File: config.mk
export PLATFORM = sky130hd
export DESIGN_NAME = if_fetch
export DESIGN_NICKNAME = d
export VERILOG_FILES = /design/src/rtl/if_fetch.sv
export SDC_FILE = /design/constraint.sdc
export NUM_CORES = 1
export LEC_CHECK = 0
export ABC_CLOCK_PERIOD_IN_PS = 1800
export CORE_ASPECT_RATIO = 2
export CORE_MARGIN = 5
export CORE_UTILIZATION = 41
export CTS_CLUSTER_SIZE = 12
export DETAILED_ROUTE_END_ITERATION = 8
export PLACE_DENSITY_LB_ADDON = 0.3
export RECOVER_POWER = 50
export SYNTH_ARGS = -nofsm -noshare
export SYNTH_HDL_FRONTEND = slang
export SYNTH_SLANG_ARGS = --single-unit
File: constraint.sdc
create_clock -name clk -period 1.8 [get_ports clk]
set_input_delay 0.54 -clock clk [delete_from_list [all_inputs] [get_ports clk]]
set_output_delay 0.54 -clock clk [all_outputs]
set_load 0.05 [all_outputs]
File: src/rtl/if_fetch.sv
// Instruction-fetch stage: issues word fetches to a byte-wide memory controller,
// assembles little-endian bytes and presents pc/inst to the IF/ID register.
`default_nettype none

module if_fetch #(
   parameter int              ADDR_W   = 32,
   parameter logic [ADDR_W-1:0] RESET_PC = '0
) (
   input  logic              clk,
   input  logic              rst,
   input  logic              halt_i,
   input  logic              branch_taken_i,
   input  logic [ADDR_W-1:0] branch_target_i,
   output logic              mem_req_o,
   output logic [ADDR_W-1:0] mem_addr_o,
   input  logic              mem_ack_i,
   input  logic              mem_rvalid_i,
   input  logic [7:0]        mem_rdata_i,
   output logic [ADDR_W-1:0] if_pc_o,
   output logic [31:0]       if_inst_o,
   output logic              if_valid_o
);

   localparam logic [1:0] ISSUE = 2'd0;
   localparam logic [1:0] RECV  = 2'd1;
   localparam logic [1:0] HOLD  = 2'd2;

   logic [1:0]        state;
   logic [ADDR_W-1:0] pc;
   logic [1:0]        cnt;
   logic              drain;
   logic [31:0]       inst;
   logic [ADDR_W-1:0] target;

   assign target = {branch_target_i[ADDR_W-1:2], 2'b00};

   always_ff @(posedge clk) begin
      if (rst) begin
         state <= ISSUE;
         pc    <= RESET_PC;
         cnt   <= 2'd0;
         drain <= 1'b0;
         inst  <= 32'd0;
      end else begin
         case (state)
            ISSUE: begin
               if (branch_taken_i)
                  pc <= target;
               // An accepted request must be drained even if a redirect arrives with the ack.
               if (mem_ack_i) begin
                  drain <= branch_taken_i;
                  cnt   <= 2'd0;
                  state <= RECV;
               end
            end
            RECV: begin
               if (branch_taken_i) begin
                  drain <= 1'b1;
                  pc    <= target;
               end
               if (mem_rvalid_i) begin
                  inst[{cnt, 3'b000} +: 8] <= mem_rdata_i;
                  cnt <= cnt + 2'd1;
                  if (cnt == 2'd3) begin
                     if (drain || branch_taken_i) begin
                        drain <= 1'b0;
                        state <= ISSUE;
                     end else begin
                        state <= HOLD;
                     end
                  end
               end
            end
            HOLD: begin
               if (branch_taken_i) begin
                  pc    <= target;
                  state <= ISSUE;
               end else if (!halt_i) begin
                  pc    <= pc + ADDR_W'(4);
                  state <= ISSUE;
               end
            end
            default: state <= ISSUE;
         endcase
      end
   end

   // Outputs decode registered state only; rst gates the request during reset.
   assign mem_req_o  = (state == ISSUE) && !rst;
   assign mem_addr_o = {pc[ADDR_W-1:2], 2'b00};
   assign if_valid_o = (state == HOLD);
   assign if_pc_o    = (state == HOLD) ? pc : '0;
   assign if_inst_o  = (state == HOLD) ? inst : 32'd0;

endmodule

`default_nettype wire

==> results.cfg, run 1 <==
[floorplanning]
core_area_um2 = 9760
dieArea_um2 = 12200
fp-row-count = 51
dieHeight_um = 151
dieWidth_um = 80.7
initial_core_util = 0.420
boundaryPins = 144

[route]
firstDrtPassIters = 7
wirelength_mm = 21.3
viasPerCell = 6.20
final_antenna_net_count = 0
dr_total_vias = 5719
wl_per_cell_um = 23.1
drt-initial-drc-count = 583
route.detailed.drc = 0

[min_path]
holdPathStages = 2
hold_path_class = flip-flop to flip-flop
min_to = inst[3]
min_from = inst[3]

[placed_design]
dp_hpwl_mm = 13.8
port_buffers = 137
post-place-ws_ns = -0.639
gp_congestion = 0.942

[global_routing]
track_usage = 0.331
grt_pass1_wl_mm = 30.5
grt_pass1_vias = 5820
antenna_found_initial = 0
grt_start_max_net_pins = 26
grt-ovfl-total = 0

[final_layout]
nFillCells = 556
multi_input_area_um2 = 2970
final-seq-area_um2 = 1400
fin_nets = 839
layout-drive-gt1-share = 0.441
diodes = 0
area_growth_pct = 97.9

[worst_setup_path]
critPathMaxFanout = 7
crit-reg2reg-launch = pc[5]
cp.required_ns = 1.26
arrival_ns = 1.53
endpoint_kind = output port
cp-start-kind = flip-flop
reg2reg_setup_slack_ns = -0.27
worstSetupPathType = flip-flop to output port
rr_endpoint = pc[27]
reg2reg_depth = 7

[clock_tree]
cts_made_buffers = 9
cts-root-buf = clkbuf_16
clk_path_buf_depth = 2
clk_pin_slew_ns = 0.06
cts_sinks = 67
tritoncts = built
clk_latency_ns = 0.34
htree_levels = 3

[yosys]
synth_edf_count = 0
yosys_warnings = 0
synthTopCellsByCount = 75 x nand2_1, 67 x dfxtp_1, 66 x and2_1
synth.area.top_cells = dfxtp_1 33%, and2_1 10%, a21oi_1 7.8%, nand2_1 6.9%, nand3_1 5.9%
ys.flop_type = dfxtp_1
synth.most_common_cell = nand2_1
ys_ff_latch = 67
yosysTopAreaCellShare = 0.327
async_reset_ff_frac = 0
synth_area_um2 = 4100
avgSynthCellArea_um2 = 7.26
ys_seq_area_frac = 0.327
ys_types = 58
synth_top_cell_by_area = dfxtp_1
syn-instance-count = 565

[sta]
fin_crit_sh = 1.15
hold_viol_final = 0
finalMaxSlewViolations = 0
min_period_ns = 2.07
rsz0062_at_grt = yes
finalWorstSetupSlack_ns = -0.275
setup_viol = 105
whs_ns = 0.457
finClkSkew_ns = 0.00719
fmaxAchievable_mhz = 482

[run_status]
violations = setup timing
status = finished, violations left

[job]
maxCapViolCount = 0

[pwr]
vdd_drop_max_uv = 490
finalPower_w = 0.00467
leakagePower_nw = 3.19
p_per_area_nw_per_um2 = 576
metrics by stage:
stage / TNS (ns) / std cells / utilization / area [um2]
3_5_place_dp: -21.88 / 887 / 0.752 / 7340
4_1_cts: -12.93 / 919 / 0.824 / 8050
2_1_floorplan: -0.580 / 568 / - / 4310
5_1_grt: -18.98 / 923 / 0.831 / 8120
3_3_place_gp: -19.98 / 887 / 0.752 / 7340
6_report: -16.02 / 923 / 0.831 / 8120
where the power goes:
| part | total, W | switching, W | internal (W) |
|---|---|---|---|
| clock network | 0.00173 | 0.000743 | 0.000984 |
| logic | 0.00133 | 0.000748 | 0.000587 |
| registers | 0.00161 | 0.0000661 | 0.00155 |
worst max-delay path: stages, from the launching register on:
cell and delay (ns):
dfxtp_4 0.35, nor2b_4 0.18, buf_6 0.13, buf_12 0.12, buf_16 0.14, and2_4 0.16
buf_12 0.13
sequential cells by signal, indices dropped and copies added (netlist names):
name   cells
inst      32
pc        30
cnt        2
state      2
drain      1
layout by cell type (no fill, tap or decap), drive strengths merged, types with 9 or more instances in the layout:
master | netlist | layout
clkbuf | 29 | 42
nor3 | 10 | 10
and3 | 11 | 11
nor2 | 31 | 31
nand4 | 9 | 9
dfxtp | 67 | 67
clkdlybuf4s50 | 0 | 39
nand3 | 49 | 49
o21ai | 26 | 26
and2 | 66 | 66
nand2 | 75 | 75
a31oi | 9 | 9
buf | 13 | 176
a21oi | 64 | 64
inv | 11 | 14
kinds of logic (layout without fill, tap and decap cells):
kind of cell,count (synthesis),in the layout,synth area share
compound gates,138,138,0.202
simple gates,292,292,0.376
flops,67,67,0.327
fa+ha+maj,7,7,0.0213
mux,7,7,0.0174
buf+inv,53,276,0.0549
other cells,1,4,0.000914
metal layers:
metal | vias to the layer above | track usage | routed length, um
li1 | 2448 | - | -
met1 | 2668 | 0.308 | 6440
met2 | 438 | 0.627 | 11400
met3 | 165 | 0.0568 | 1520
met4 | 0 | 0.234 | 2020
met5 | - | 0 | 0
cell type report:
| cell class | count | share of cell area |
|---|---|---|
| Clock buffer | 10 | 0.0294 |
| Inverter | 11 | 0.00509 |
| Timing Repair Buffer | 249 | 0.400 |
| Clock inverter | 6 | 0.00586 |
| Sequential cell | 67 | 0.173 |
| Multi-Input combinational cell | 448 | 0.366 |
| Tap cell | 132 | 0.0203 |
how the worst max path moves through the flow:
stage,start,end
6_report,state[1],if_pc_o[8]
5_1_grt,pc[2],pc[16]
4_1_cts,state[1],if_pc_o[7]
3_5_place_dp,branch_taken_i,pc[7]
3_3_place_gp,branch_taken_i,pc[21]
2_1_floorplan,rst,mem_req_o
timing repair:
item / in CTS / in global routing
gates cloned: 6 / 1
setup endpoints to repair: 96 / 114
pin swaps: 36 / 31
setup buffers: 10 / 5
hold buffers: 0 / 0
resized for setup: 73 / 54
No activity file was read; power rests on OpenSTA's default activity.
==> inputs of run 2 (changes only) <==
--- a/config.mk
+++ b/config.mk
@@ -16,3 +16,4 @@
 export SYNTH_ARGS = -nofsm -noshare
 export SYNTH_HDL_FRONTEND = slang
 export SYNTH_SLANG_ARGS = --single-unit
+export TNS_END_PERCENT = 100
==> results of run 2 <==
Same layout as run 1: the final DEF is identical, and so are final timing and power.
